`config.mk`:
```
export PLATFORM = sky130hd
export DESIGN_NAME = stream_mux_arb
export DESIGN_NICKNAME = d
export VERILOG_FILES = /design/src/rtl/stream_mux_arb.sv
export SDC_FILE = /design/constraint.sdc
export NUM_CORES = 1
export LEC_CHECK = 0
export ABC_AREA = 1
export BUFFER_PORTS_ARGS = -buffer_cell sky130_fd_sc_hd__buf_2
export CORE_UTILIZATION = 40
export CTS_BUF_LIST = sky130_fd_sc_hd__clkbuf_8 sky130_fd_sc_hd__clkbuf_16
export DETAILED_ROUTE_END_ITERATION = 8
export HOLD_SLACK_MARGIN = 0.06
export PLACE_DENSITY = 0.78
export SLEW_MARGIN = 20
export SYNTH_ARGS = -nofsm -noshare
export SYNTH_HDL_FRONTEND = slang
export SYNTH_SLANG_ARGS = --single-unit
```
`constraint.sdc`:
```
create_clock -name clk -period 2 [get_ports clk]
set_input_delay 0.1 -clock clk [delete_from_list [all_inputs] [get_ports clk]]
set_output_delay 0.1 -clock clk [all_outputs]
set_load 0.1 [all_outputs]
```
`src/rtl/stream_mux_arb.sv`:
```
// stream_mux_arb: merges 2^SELECT_WIDTH valid/ready streams onto one registered output.
// Ports: clk/rst_n; in_datas/in_valid/in_last/in_ready per channel; select (external grant);
//        out_data/out_valid/out_last/out_channel/out_ready for the merged stream; locked status.
//
// Purpose: stream mux with external-select or round-robin grant and per-packet channel lock.
// Latency: 1 cycle from accepted input beat to out_valid.
// Backpressure: in_ready only to the granted channel while the output register can load.
module stream_mux_arb #(
  parameter int DATA_WIDTH   = 8,
  parameter int SELECT_WIDTH = 2,
  parameter int ARB_MODE     = 0
) (
  input  logic                                     clk,
  input  logic                                     rst_n,
  input  logic [DATA_WIDTH*(1<<SELECT_WIDTH)-1:0]  in_datas,
  input  logic [(1<<SELECT_WIDTH)-1:0]             in_valid,
  input  logic [(1<<SELECT_WIDTH)-1:0]             in_last,
  output logic [(1<<SELECT_WIDTH)-1:0]             in_ready,
  input  logic [SELECT_WIDTH-1:0]                  select,
  output logic [DATA_WIDTH-1:0]                    out_data,
  output logic                                     out_valid,
  output logic                                     out_last,
  output logic [SELECT_WIDTH-1:0]                  out_channel,
  input  logic                                     out_ready,
  output logic                                     locked
);

  localparam int CHANNELS = 1 << SELECT_WIDTH;

  typedef enum logic {IDLE, LOCKED} state_t;

  state_t                  state;
  logic [SELECT_WIDTH-1:0] lock_chan;
  logic [SELECT_WIDTH-1:0] rr_ptr;

  logic                    load_en;
  logic [SELECT_WIDTH-1:0] grant;
  logic                    grant_vld;
  logic [SELECT_WIDTH-1:0] idx;
  logic [DATA_WIDTH-1:0]   sel_data;
  logic                    sel_last;
  logic                    xfer;

  // Single output register: loads whenever empty or being drained this cycle.
  assign load_en = !out_valid || out_ready;

  always_comb begin
    grant     = lock_chan;
    grant_vld = 1'b0;
    idx       = '0;
    if (locked) begin
      grant     = lock_chan;
      grant_vld = 1'b1;
    end else if (ARB_MODE == 0) begin
      grant     = select;
      grant_vld = 1'b1;
    end else begin
      // Scan rr_ptr+1 .. rr_ptr+CHANNELS; the last offset truncates to 0 so the
      // pointer's own channel is checked last. Wrap is plain SELECT_WIDTH overflow.
      for (int i = 1; i <= CHANNELS; i++) begin
        idx = rr_ptr + SELECT_WIDTH'(i);
        if (!grant_vld && in_valid[idx]) begin
          grant     = idx;
          grant_vld = 1'b1;
        end
      end
    end
  end

  always_comb begin
    in_ready = '0;
    sel_data = '0;
    sel_last = 1'b0;
    for (int k = 0; k < CHANNELS; k++) begin
      if (grant == SELECT_WIDTH'(k)) begin
        in_ready[k] = load_en && grant_vld;
        sel_data    = in_datas[k*DATA_WIDTH +: DATA_WIDTH];
        sel_last    = in_last[k];
      end
    end
  end

  assign xfer = load_en && grant_vld && in_valid[grant];

  always_ff @(posedge clk or negedge rst_n) begin
    if (!rst_n) begin
      state       <= IDLE;
      locked      <= 1'b0;
      lock_chan   <= '0;
      rr_ptr      <= '1;
      out_data    <= '0;
      out_valid   <= 1'b0;
      out_last    <= 1'b0;
      out_channel <= '0;
    end else if (xfer) begin
      out_data    <= sel_data;
      out_last    <= sel_last;
      out_channel <= grant;
      out_valid   <= 1'b1;
      case (state)
        IDLE: begin
          // Single-beat packets never enter LOCKED.
          if (!sel_last) begin
            state     <= LOCKED;
            locked    <= 1'b1;
            lock_chan <= grant;
          end
        end
        LOCKED: begin
          if (sel_last) begin
            state  <= IDLE;
            locked <= 1'b0;
          end
        end
        default: begin
          state  <= IDLE;
          locked <= 1'b0;
        end
      endcase
      // Pointer moves per packet so multi-beat packets do not shift fairness.
      if (sel_last) begin
        rr_ptr <= grant;
      end
    end else if (out_valid && out_ready) begin
      out_valid <= 1'b0;
    end
  end

endmodule

```
==> results of run 1 <==
[tightest hold or removal path: stages]
cell,delay (ns)
buf_2,0.07
a21oi_1,0.05
o21ai_1,0.10
[sequential cells by signal (all words and copies together) (netlist names)]
name,flops
out_data,8
out_valid,1
locked,1
state,1
out_last,1
out_channel,2
lock_chan,2
[final timing paths]
| check | slack, ns | endpoint | startpoint | cells after the start |
|---|---|---|---|---|
| max | 0.1 | in_ready[2] | locked$_DFFE_PN0P_ | 6 |
| min | 0.12 | out_data[7]$_DFFE_PN0P_ | in_datas[31] | 3 |
| max reg2reg | 0.22 | locked$_DFFE_PN0P_ | locked$_DFFE_PN0P_ | 10 |
| min reg2reg | 0.48 | out_data[3]$_DFFE_PN0P_ | out_data[3]$_DFFE_PN0P_ | 2 |
| max in group asynchronous | 1.44 | locked$_DFFE_PN0P_ | rst_n | 2 |
| min in group asynchronous | 0.29 | lock_chan[0]$_DFFE_PN0P_ | rst_n | 2 |
[layout make-up]
cell class | instances | area (um2)
Fill cell | 215 | 842
Clock buffer | 4 | 55.1
Tap cell | 28 | 35.0
Inverter | 8 | 32.5
Timing Repair Buffer | 63 | 323
Sequential cell | 16 | 405
Multi-Input combinational cell | 111 | 562
[through the flow]
step                instance area, um2  hold slack (ns)  worst slack, ns
finish                            1410            0.118           0.0957
global route                      1410            0.133         0.000890
CTS                               1410            0.116           0.0939
detailed placement                1340           0.0265            0.210
global placement                  1340           0.0212            0.286
floorplan                         1020           -0.196           0.0413
[layer usage]
metal	GRT usage [%]	vias to the layer above	share of wire (%)
li1	-	581	-
met1	29.8	502	46
met2	34.9	43	47
met3	2.68	8	4.8
met4	13.0	0	2.7
met5	0	-	0
[timing repair]
| item | CTS | global route |
|---|---|---|
| setup endpoints to repair | 0 | 2 |
| hold buffers | 1 | 0 |
| endpoints found under the hold margin | 16 | 0 |
| gates resized for setup | 0 | 1 |
[cell families (layout without fill, tap and decap cells)]
logic type	Yosys count	in the layout	synth area share, %
buf+inv	10	75	5.69
compound gates	20	20	10.6
flops	16	16	41.4
simple gates	91	91	42.3
[cell usage in the layout (no fill, tap or decap), drive strengths merged]
cell / count
a21oi: 8
buf: 62
clkbuf: 4
dfrtp: 16
dlygate4sd3: 1
inv: 8
nand2: 61
nand3: 15
nand4: 2
nor2: 9
nor3: 4
o21ai: 11
o21bai: 1
==> impl_metrics.prom, run 1 <==
# TYPE chip_impl_metric gauge
chip_impl_info{name="synthDominantAreaCellType",value="dfrtp_1"} 1
chip_impl_metric{name="core",unit="mm2"} 0.00225
chip_impl_metric{name="total_number_of_h_tree_levels",unit=""} 1
chip_impl_metric{name="syn_nets",unit=""} 182
chip_impl_metric{name="initial_cell_density_of_the_core",unit="%"} 42.9
chip_impl_metric{name="final_net_count",unit=""} 248
chip_impl_metric{name="die_extent_in_x",unit="um"} 51.2
chip_impl_metric{name="die_h",unit="um"} 51.2
chip_impl_metric{name="synth_seq_area_share",unit="%"} 41.4
chip_impl_info{name="synth_ff_type",value="dfrtp_1"} 1
chip_impl_metric{name="timing.final.crit_share",unit="%"} 95.2
chip_impl_metric{name="gr-usage-all-layers",unit="%"} 22.4
chip_impl_info{name="grt_setup_unrepaired",value="no"} 1
chip_impl_metric{name="drt-initial-drc-count",unit=""} 29
chip_impl_info{name="timing_worst_setup_path_type",value="reg -> out"} 1
chip_impl_metric{name="clock.fmax",unit="MHz"} 525
chip_impl_metric{name="num_rows",unit=""} 17
chip_impl_metric{name="max_slew_margin",unit="%"} 67.6
chip_impl_metric{name="post-cts-setup-buffers",unit=""} 0
chip_impl_info{name="synthTopCellsByArea",value="dfrtp_1 41%, nand2_1 22%, nand3_1 7.8%, o21ai_1 4.7%, a21oi_1 4.1%"} 1
chip_impl_info{name="yosys.cell_count.top_type",value="nand2_1"} 1
chip_impl_info{name="crit_path_cell_trace",value="inv_1 -> nand2_1 -> nand2_4 -> inv_4 -> nor3_4 -> buf_2"} 1
chip_impl_metric{name="synth-edff-count",unit=""} 0
chip_impl_info{name="hold_path.class",value="in -> reg"} 1
chip_impl_metric{name="drc",unit=""} 0
chip_impl_metric{name="post_route_cells_drive_above_1_share",unit="%"} 41.1
chip_impl_metric{name="area_delta_synth_final",unit="%"} 46.1
chip_impl_metric{name="firstDrtPassIters",unit=""} 4
chip_impl_metric{name="average_instance_area_after_synthesis",unit="um2"} 7.06
chip_impl_metric{name="finalSetupViolCount",unit=""} 0
chip_impl_metric{name="largest_net_degree_at_the_start_of_global_routing",unit=""} 22
chip_impl_metric{name="grt_pass1_vias",unit=""} 1053
chip_impl_metric{name="wire_per_inst",unit="um"} 11.4
chip_impl_metric{name="postSynthCellCount",unit=""} 137
chip_impl_metric{name="pin_count",unit=""} 62
chip_impl_metric{name="critPathMaxStageDelay",unit="ns"} 0.50
chip_impl_metric{name="synth.ff_latch_count",unit=""} 16
chip_impl_metric{name="dp.cells",unit=""} 225
chip_impl_metric{name="netlist-cell-type-count",unit=""} 18
chip_impl_metric{name="fin_skew",unit="ns"} 0.00209
chip_impl_metric{name="dr_total_vias",unit=""} 1134
chip_impl_metric{name="report.final.slew_viol_count",unit=""} 0
chip_impl_metric{name="worstMarginPinSlew",unit="ns"} 0.489
chip_impl_info{name="critical_path.slowest_cell",value="dfrtp_4"} 1
chip_impl_metric{name="cp.buffers_inverters",unit=""} 3
chip_impl_metric{name="post_drt_via_cell_ratio",unit=""} 4.93
chip_impl_metric{name="number_of_buffers_inserted_during_clock_tree_synthesis",unit=""} 3
chip_impl_metric{name="antenna-diode-count",unit=""} 0
chip_impl_metric{name="cts_max_path_buffers",unit=""} 2
chip_impl_info{name="clock-root-buffer",value="clkbuf_8"} 1
chip_impl_info{name="synth_top_cells_by_count",value="57 x nand2_1, 16 x dfrtp_1, 15 x nand3_1, 9 x o21ai_1, 8 x a21oi_1"} 1
chip_impl_info{name="worst_path_dominant_cell_family",value="buffers and inverters"} 1
chip_impl_metric{name="fraction_of_synthesis_flops_using_an_asynchronous_set_or_reset_pin",unit="%"} 100
chip_impl_metric{name="critical_path.max_fanout",unit=""} 9
chip_impl_metric{name="worst_ep_arrival_time",unit="ns"} 1.80
chip_impl_metric{name="port_buffers",unit=""} 61
chip_impl_metric{name="global_route.overflow_total",unit=""} 0
chip_impl_metric{name="number_of_sinks_handled_by_clock_tree_synthesis",unit=""} 16
chip_impl_metric{name="totalWireLength",unit="um"} 2630
chip_impl_metric{name="antenna_found_initial",unit=""} 0
chip_impl_metric{name="netlist_area",unit="um2"} 967
chip_impl_info{name="cp-start-kind",value="flop"} 1
chip_impl_info{name="status",value="finished, final reports clean"} 1
chip_impl_metric{name="critPathRequiredTime",unit="ns"} 1.90
chip_impl_metric{name="max_cap_violations",unit=""} 0
chip_impl_metric{name="detail-route-antenna-nets",unit=""} 0
chip_impl_info{name="critical_path.endpoint_type",value="primary output"} 1
chip_impl_metric{name="netlist.area_leader.share",unit="%"} 41.4
chip_impl_metric{name="setup_tns",unit="ns"} 0
chip_impl_metric{name="clk_pin_slew_worst_paths",unit="ns"} 0.06
chip_impl_info{name="cts_tree",value="done"} 1
chip_impl_metric{name="stdcell_count",unit=""} 230
chip_impl_metric{name="place_congestion",unit=""} 0.946
chip_impl_metric{name="finalHoldViolations",unit=""} 0
chip_impl_metric{name="yosys_warnings",unit=""} 0
chip_impl_metric{name="grt_first_pass_wirelength",unit="um"} 4360
chip_impl_metric{name="clock_latency",unit="ns"} 0.24
chip_impl_metric{name="fin_util",unit="%"} 62.7
chip_impl_metric{name="dp_hpwl",unit="um"} 2130
chip_impl_metric{name="dieArea",unit="mm2"} 0.00262
chip_impl_metric{name="final.min_clock_period",unit="ns"} 1.90
Power of run 1 is left out: the tool's default activity adds up to more than one toggle a clock period on the data nets, which glitch-free logic cannot reach.
==> run 2: changes to the inputs <==
Settings changed: ABC_AREA 1 to default, PLACE_DENSITY 0.78 to 0.76.
==> impl_metrics.prom, run 2 <==
# TYPE chip_impl_metric gauge
chip_impl_info{name="grt_setup_unrepaired",value="yes"} 1
chip_impl_metric{name="final_net_count",unit=""} 225
chip_impl_metric{name="finalSetupViolCount",unit=""} 0
chip_impl_metric{name="syn_nets",unit=""} 161
chip_impl_info{name="synthDominantAreaCellType",value="dfrtp_1"} 1
chip_impl_metric{name="total_number_of_h_tree_levels",unit=""} 1
chip_impl_info{name="clock-root-buffer",value="clkbuf_8"} 1
chip_impl_metric{name="pin_count",unit=""} 62
chip_impl_metric{name="port_buffers",unit=""} 61
chip_impl_metric{name="fraction_of_synthesis_flops_using_an_asynchronous_set_or_reset_pin",unit="%"} 100
chip_impl_metric{name="drt-initial-drc-count",unit=""} 15
chip_impl_metric{name="max_reg_flops",unit=""} 8
chip_impl_metric{name="global_route.overflow_total",unit=""} 0
chip_impl_metric{name="fin_util",unit="%"} 64.2
chip_impl_metric{name="wire_per_inst",unit="um"} 14.1
chip_impl_info{name="yosys.cell_count.top_type",value="nand2_1"} 1
chip_impl_metric{name="report.final.slew_viol_count",unit=""} 0
chip_impl_metric{name="cts_max_path_buffers",unit=""} 2
chip_impl_info{name="cts_tree",value="done"} 1
chip_impl_info{name="timing_worst_setup_path_type",value="reg -> reg"} 1
chip_impl_metric{name="postSynthCellCount",unit=""} 116
chip_impl_metric{name="initial_cell_density_of_the_core",unit="%"} 42.9
chip_impl_metric{name="final_design_area_no_fill",unit="mm2"} 0.00162
chip_impl_metric{name="timing.final.crit_share",unit="%"} 97.1
chip_impl_metric{name="netlist_area",unit="mm2"} 0.00108
chip_impl_info{name="cp-start-kind",value="flop"} 1
chip_impl_info{name="critical_path.slowest_cell",value="dfrtp_4"} 1
chip_impl_info{name="synth_ff_type",value="dfrtp_1"} 1
chip_impl_metric{name="core",unit="mm2"} 0.00252
chip_impl_metric{name="die_h",unit="um"} 54.0
chip_impl_metric{name="gr-usage-all-layers",unit="%"} 22.8
chip_impl_metric{name="finalHoldViolations",unit=""} 0
chip_impl_metric{name="synth-edff-count",unit=""} 0
chip_impl_metric{name="max_slew_margin",unit="%"} 67.5
chip_impl_info{name="hold_path.class",value="in -> reg"} 1
chip_impl_metric{name="yosys_warnings",unit=""} 0
chip_impl_metric{name="drc",unit=""} 0
chip_impl_metric{name="final.min_clock_period",unit="ns"} 1.94
chip_impl_metric{name="totalWireLength",unit="um"} 2940
chip_impl_info{name="most-common-layout-cells",value="57 x buf_2, 25 x nand2_1, 15 x dfrtp_1"} 1
chip_impl_metric{name="grt_pass1_vias",unit=""} 1112
chip_impl_metric{name="worstMarginPinSlew",unit="ns"} 0.490
chip_impl_metric{name="synth.ff_latch_count",unit=""} 16
chip_impl_metric{name="dp_hpwl",unit="um"} 2300
chip_impl_metric{name="dieArea",unit="mm2"} 0.00292
chip_impl_metric{name="netlist-cell-type-count",unit=""} 29
chip_impl_metric{name="post_drt_via_cell_ratio",unit=""} 5.41
chip_impl_metric{name="place_congestion",unit=""} 0.774
chip_impl_info{name="max_flop_register",value="out_data"} 1
chip_impl_metric{name="detail-route-antenna-nets",unit=""} 0
chip_impl_info{name="critical_path.endpoint_type",value="flop"} 1
chip_impl_metric{name="die_extent_in_x",unit="um"} 54.0
chip_impl_info{name="status",value="finished, final reports clean"} 1
chip_impl_info{name="synth_top_cells_by_count",value="25 x nand2_1, 16 x dfrtp_1"} 1
chip_impl_metric{name="critPathMaxStageDelay",unit="ns"} 0.55
chip_impl_metric{name="clk_pin_slew_worst_paths",unit="ns"} 0.07
chip_impl_metric{name="critical_path.max_fanout",unit=""} 11
chip_impl_metric{name="synth_seq_area_share",unit="%"} 37.0
chip_impl_metric{name="post_route_cells_drive_above_1_share",unit="%"} 49.2
chip_impl_metric{name="num_rows",unit=""} 18
chip_impl_metric{name="firstDrtPassIters",unit=""} 4
chip_impl_metric{name="grt_first_pass_wirelength",unit="um"} 4710
chip_impl_metric{name="average_instance_area_after_synthesis",unit="um2"} 9.33
chip_impl_metric{name="clock.fmax",unit="MHz"} 515
chip_impl_info{name="leading_cell_type_in_the_layout_fill_and_taps_excluded",value="buf_2"} 1
chip_impl_info{name="crit_path_cell_trace",value="nor3b_1 -> o21a_1 -> o41ai_4 -> nor3_2 -> buf_4 -> a211o_1"} 1
chip_impl_metric{name="worst_ep_arrival_time",unit="ns"} 2.07
chip_impl_metric{name="netlist.area_leader.share",unit="%"} 37.0
chip_impl_metric{name="dr_total_vias",unit=""} 1130
chip_impl_info{name="reg.largest.list",value="out_data (8), lock_chan (2), out_channel (2)"} 1
chip_impl_metric{name="number_of_sinks_handled_by_clock_tree_synthesis",unit=""} 16
chip_impl_info{name="synthTopCellsByArea",value="dfrtp_1 37%, nand2_1 8.7%, a311oi_1 6.5%, mux2i_1 6.5%, a211oi_1 5.5%"} 1
chip_impl_metric{name="critPathRequiredTime",unit="ns"} 2.13
chip_impl_metric{name="number_of_buffers_inserted_during_clock_tree_synthesis",unit=""} 3
chip_impl_metric{name="clock_latency",unit="ns"} 0.25
chip_impl_metric{name="max_cap_violations",unit=""} 0
chip_impl_metric{name="fin_skew",unit="ns"} 0.00432
chip_impl_metric{name="antenna-diode-count",unit=""} 0
chip_impl_metric{name="largest_net_degree_at_the_start_of_global_routing",unit=""} 28
chip_impl_metric{name="area_delta_synth_final",unit="%"} 49.6
chip_impl_metric{name="antenna_found_initial",unit=""} 0
chip_impl_metric{name="placed_cell_area",unit="mm2"} 0.00152
==> run 2: cell types whose count changed after synthesis, sizes merged, moves of 8 or more <==
cell	change
nand3	-15
a21oi	-8
nor2b	+8
a211oi	+8
nand2	-36
o21ai	-9
a311oi	+8
a21o	+8
==> run 2: final cells by class <==
type | instances | area (um2)
Clock buffer | 4 | 55.1
Fill cell | 225 | 903
Inverter | 3 | 11.3
Multi-Input combinational cell | 88 | 674
Sequential cell | 16 | 404
Tap cell | 30 | 37.5
Timing Repair Buffer | 68 | 437
==> run 2: routing by layer <==
| metal | up-vias | global-route usage [%] | share of wire, % |
|---|---|---|---|
| li1 | 550 | - | - |
| met1 | 516 | 25.3 | 42 |
| met2 | 58 | 40.1 | 48 |
| met3 | 6 | 7.06 | 7.8 |
| met4 | 0 | 9.40 | 1.5 |
| met5 | - | 0 | 0 |
==> run 2: kinds of logic (layout without fill, tap and decap cells) <==
group	after synthesis	in the layout	synth area share (%)
AOI/OAI and AO/OA	33	33	26.6
buffers and inverters	12	75	6.94
DFF	16	16	37.0
muxes	9	9	8.90
and+or+nand+nor	46	46	20.6
==> run 2: worst paths after layout <==
| check | start | depth (start not counted) | end | slack, ns |
|---|---|---|---|---|
| max in group asynchronous | rst_n | 2 | locked$_DFFE_PN0P_ | 1.41 |
| worst max register to register | locked$_DFFE_PN0P_ | 6 | locked$_DFFE_PN0P_ | 0.06 |
| min in group asynchronous | rst_n | 2 | out_valid$_DFFE_PN0P_ | 0.30 |
| worst max-delay path | locked$_DFFE_PN0P_ | 6 | locked$_DFFE_PN0P_ | 0.06 |
| worst min-delay path | in_datas[3] | 4 | out_data[3]$_DFFE_PN0P_ | 0.26 |
| worst min register to register | out_channel[1]$_DFFE_PN0P_ | 2 | out_channel[1]$_DFFE_PN0P_ | 0.48 |
==> run 2: repair_timing <==
action | CTS | global route
endpoints found under the hold margin | 16 | 0
pin swaps | 0 | 1
gates resized for setup | 1 | 5
hold buffers | 1 | 0
gates cloned | 0 | 0
setup buffers | 0 | 1
setup endpoints to repair | 1 | 6
==> run 2: per-stage QoR <==
stage	hold WS (ns)	TNS [ns]	cells	setup slack, ns
finish	0.257	0	209	0.0583
global route	0.271	-0.134	209	-0.0345
CTS	0.255	0	208	0.0189
detailed placement	0.0403	0	203	0.0385
global placement	0.0291	0	203	0.128
floorplan	-0.196	-0.798	116	-0.157
==> run 2: worst max-delay path, delay by kind of cell, from the launching register on <==
family | cells | cell delay [ns]
compound gates | 3 | 0.82
buf+inv | 1 | 0.16
flops | 1 | 0.55
simple gates | 2 | 0.29
Power of run 2 is left out for the same reason.
==> run 3: changes to the inputs <==
--- a/config.mk
+++ b/config.mk
@@ -8,2 +8,3 @@
 export BUFFER_PORTS_ARGS = -buffer_cell sky130_fd_sc_hd__buf_2
+export CORE_MARGIN = 2
 export CORE_UTILIZATION = 40
==> constraint.sdc (replaced) <==
create_clock -name clk -period 2 [get_ports clk]
set_input_delay 0.2 -clock clk [delete_from_list [all_inputs] [get_ports clk]]
set_output_delay 0.2 -clock clk [all_outputs]
set_load 0.1 [all_outputs]
==> impl_metrics.prom, run 3 (same netlist as run 2, synthesis figures left out) <==
# TYPE chip_impl_metric gauge
chip_impl_info{name="most-common-layout-cells",value="58 x buf_2, 23 x nand2_1, 15 x dfrtp_1"} 1
chip_impl_metric{name="grt_first_pass_wirelength",unit="um"} 5180
chip_impl_metric{name="dr_total_vias",unit=""} 1187
chip_impl_metric{name="critPathMaxStageDelay",unit="ns"} 0.52
chip_impl_metric{name="dp.cells",unit=""} 207
chip_impl_metric{name="wire_per_inst",unit="um"} 14.8
chip_impl_metric{name="fraction_of_met1_tracks_used_by_global_routing",unit="%"} 24.6
chip_impl_info{name="status",value="finished, violations left"} 1
chip_impl_info{name="max_flop_register",value="out_data"} 1
chip_impl_metric{name="report.final.slew_viol_count",unit=""} 0
chip_impl_info{name="worst_setup_path_endpoint",value="out_data[4]$_DFFE_PN0P_"} 1
chip_impl_metric{name="post_drt_via_cell_ratio",unit=""} 5.47
chip_impl_metric{name="globalRouteMet3Util",unit="%"} 4.88
chip_impl_metric{name="gr-usage-all-layers",unit="%"} 20.4
chip_impl_metric{name="final_net_count",unit=""} 233
chip_impl_metric{name="critPathRequiredTime",unit="ns"} 2.14
chip_impl_metric{name="core",unit="mm2"} 0.00252
chip_impl_metric{name="antenna_found_initial",unit=""} 0
chip_impl_metric{name="finalHoldViolations",unit=""} 0
chip_impl_metric{name="final_design_area_no_fill",unit="mm2"} 0.00172
chip_impl_metric{name="dp_hpwl",unit="um"} 2550
chip_impl_info{name="reg.largest.list",value="out_data (8), lock_chan (2), out_channel (2)"} 1
chip_impl_metric{name="totalWireLength",unit="um"} 3210
chip_impl_metric{name="drt-initial-drc-count",unit=""} 19
chip_impl_metric{name="total_number_of_h_tree_levels",unit=""} 1
chip_impl_metric{name="num_rows",unit=""} 18
chip_impl_metric{name="max_slew_margin",unit="%"} 66.8
chip_impl_metric{name="clock.fmax",unit="MHz"} 498
chip_impl_metric{name="critical_path.max_fanout",unit=""} 6
chip_impl_metric{name="worst_ep_arrival_time",unit="ns"} 2.14
chip_impl_info{name="hold_path.class",value="in -> reg"} 1
chip_impl_metric{name="port_buffers",unit=""} 61
chip_impl_metric{name="max_reg_flops",unit=""} 8
chip_impl_info{name="timing_worst_setup_path_type",value="reg -> reg"} 1
chip_impl_metric{name="die_h",unit="um"} 56.0
chip_impl_info{name="timing.rr.start",value="locked$_DFFE_PN0P_"} 1
chip_impl_metric{name="initial_cell_density_of_the_core",unit="%"} 42.9
chip_impl_metric{name="layout_setup_ws",unit="ns"} -0.00799
chip_impl_info{name="critical_path.endpoint_type",value="flop"} 1
chip_impl_metric{name="worst-r2r-cell-count",unit=""} 8
chip_impl_metric{name="timing.final.crit_share",unit="%"} 100
chip_impl_metric{name="stdcell_count",unit=""} 217
chip_impl_metric{name="dieArea",unit="mm2"} 0.00314
chip_impl_metric{name="clock_latency",unit="ns"} 0.24
chip_impl_metric{name="post_route_cells_drive_above_1_share",unit="%"} 54.5
chip_impl_metric{name="max_cap_violations",unit=""} 0
chip_impl_metric{name="grt_util_met2",unit="%"} 35.8
chip_impl_metric{name="detail-route-antenna-nets",unit=""} 0
chip_impl_metric{name="placed_cell_area",unit="mm2"} 0.00154
chip_impl_metric{name="number_of_sinks_handled_by_clock_tree_synthesis",unit=""} 16
chip_impl_metric{name="antenna-diode-count",unit=""} 0
chip_impl_info{name="clock-root-buffer",value="clkbuf_8"} 1
chip_impl_metric{name="global_route.overflow_total",unit=""} 0
chip_impl_info{name="crit_path_cell_trace",value="buf_2 -> nand4b_1 -> o31ai_2 -> o41ai_4 -> buf_6 -> buf_12 -> a311oi_2 -> a21o_1"} 1
chip_impl_metric{name="place_congestion",unit=""} 0.832
chip_impl_metric{name="fin_skew",unit="ns"} 0.00229
chip_impl_metric{name="clk_pin_slew_worst_paths",unit="ns"} 0.06
chip_impl_metric{name="cts_max_path_buffers",unit=""} 2
chip_impl_metric{name="final.min_clock_period",unit="ns"} 2.01
chip_impl_metric{name="setup_tns",unit="ns"} -0.0141
chip_impl_info{name="grt-busiest-layer",value="met2"} 1
chip_impl_info{name="r2r-end",value="out_data[4]$_DFFE_PN0P_"} 1
chip_impl_info{name="grt_setup_unrepaired",value="yes"} 1
chip_impl_metric{name="grt_pass1_vias",unit=""} 1175
chip_impl_info{name="critPathLaunch",value="locked$_DFFE_PN0P_"} 1
chip_impl_metric{name="area_delta_synth_final",unit="%"} 58.6
chip_impl_metric{name="number_of_buffers_inserted_during_clock_tree_synthesis",unit=""} 3
chip_impl_info{name="critical_path.slowest_cell",value="dfrtp_4"} 1
chip_impl_metric{name="finalSetupViolCount",unit=""} 2
chip_impl_metric{name="drc",unit=""} 0
chip_impl_metric{name="pin_count",unit=""} 62
chip_impl_metric{name="die_extent_in_x",unit="um"} 56.0
chip_impl_metric{name="r2r_slack",unit="ns"} -0.008
chip_impl_info{name="cts_tree",value="done"} 1
chip_impl_metric{name="worstMarginPinSlew",unit="ns"} 0.501
chip_impl_metric{name="largest_net_degree_at_the_start_of_global_routing",unit=""} 25
chip_impl_metric{name="firstDrtPassIters",unit=""} 4
chip_impl_info{name="cp-start-kind",value="flop"} 1
chip_impl_info{name="leading_cell_type_in_the_layout_fill_and_taps_excluded",value="buf_2"} 1
chip_impl_info{name="violations_in_the_final_reports",value="negative setup slack"} 1
==> run 3: cell count changes in the layout (fill, tap and decap cells not counted), sizes merged <==
cell / change
buf: +8
==> run 3: worst min-delay path by stage <==
stage	startpoint	end	slack, ns	cells past startpoint
floorplan	rst_n	lock_chan[0]$_DFFE_PN0P_	-0.1	0
global placement	rst_n	out_valid$_DFFE_PN0P_	0.12	1
detailed placement	rst_n	out_data[6]$_DFFE_PN0P_	0.13	1
CTS	in_datas[7]	out_data[7]$_DFFE_PN0P_	0.37	4
global route	in_datas[7]	out_data[7]$_DFFE_PN0P_	0.38	4
finish	in_datas[7]	out_data[7]$_DFFE_PN0P_	0.37	4
==> run 3: what timing repair did <==
action | in CTS | in global routing
buffers inserted | 0 | 5
pin swaps | 0 | 3
hold buffers | 1 | 0
endpoints found under the hold margin | 16 | 0
endpoints found under the setup margin | 3 | 4
gates resized for setup | 3 | 10
==> run 3: stage by stage <==
| stage | setup slack, ns | hold slack [ns] | utilization [%] |
|---|---|---|---|
| detailed placement | 0.0272 | 0.132 | 61.1 |
| CTS | 0.0288 | 0.372 | 64.0 |
| global route | -0.0779 | 0.378 | 68.1 |
| global placement | 0.140 | 0.120 | 61.1 |
| floorplan | -0.163 | -0.0956 | - |
| finish | -0.00799 | 0.373 | 68.1 |
==> run 3: cell type report <==
type	instances	area [um2]
well taps	30	37.5
multi-input cells	88	727
clock buffers	4	55.1
repair buffers	76	482
fillers	213	806
inverters	3	11.3
flip-flops and latches	16	404
==> run 3: worst max-delay path, delay by kind of cell, from the launching register on <==
kind,cells,cell delay (ns)
AND/OR/NAND/NOR,1,0.11
buffers and inverters,3,0.48
AO/OA/AOI/OAI,4,0.78
flip-flops,1,0.52
==> run 3: routing by layer <==
layer / routed length, um / share of wire (%)
met3: 237 / 7.4
met4: 42 / 1.3
met1: 1210 / 38
met5: 0 / 0
met2: 1710 / 53
Power of run 3 is left out for the same reason.
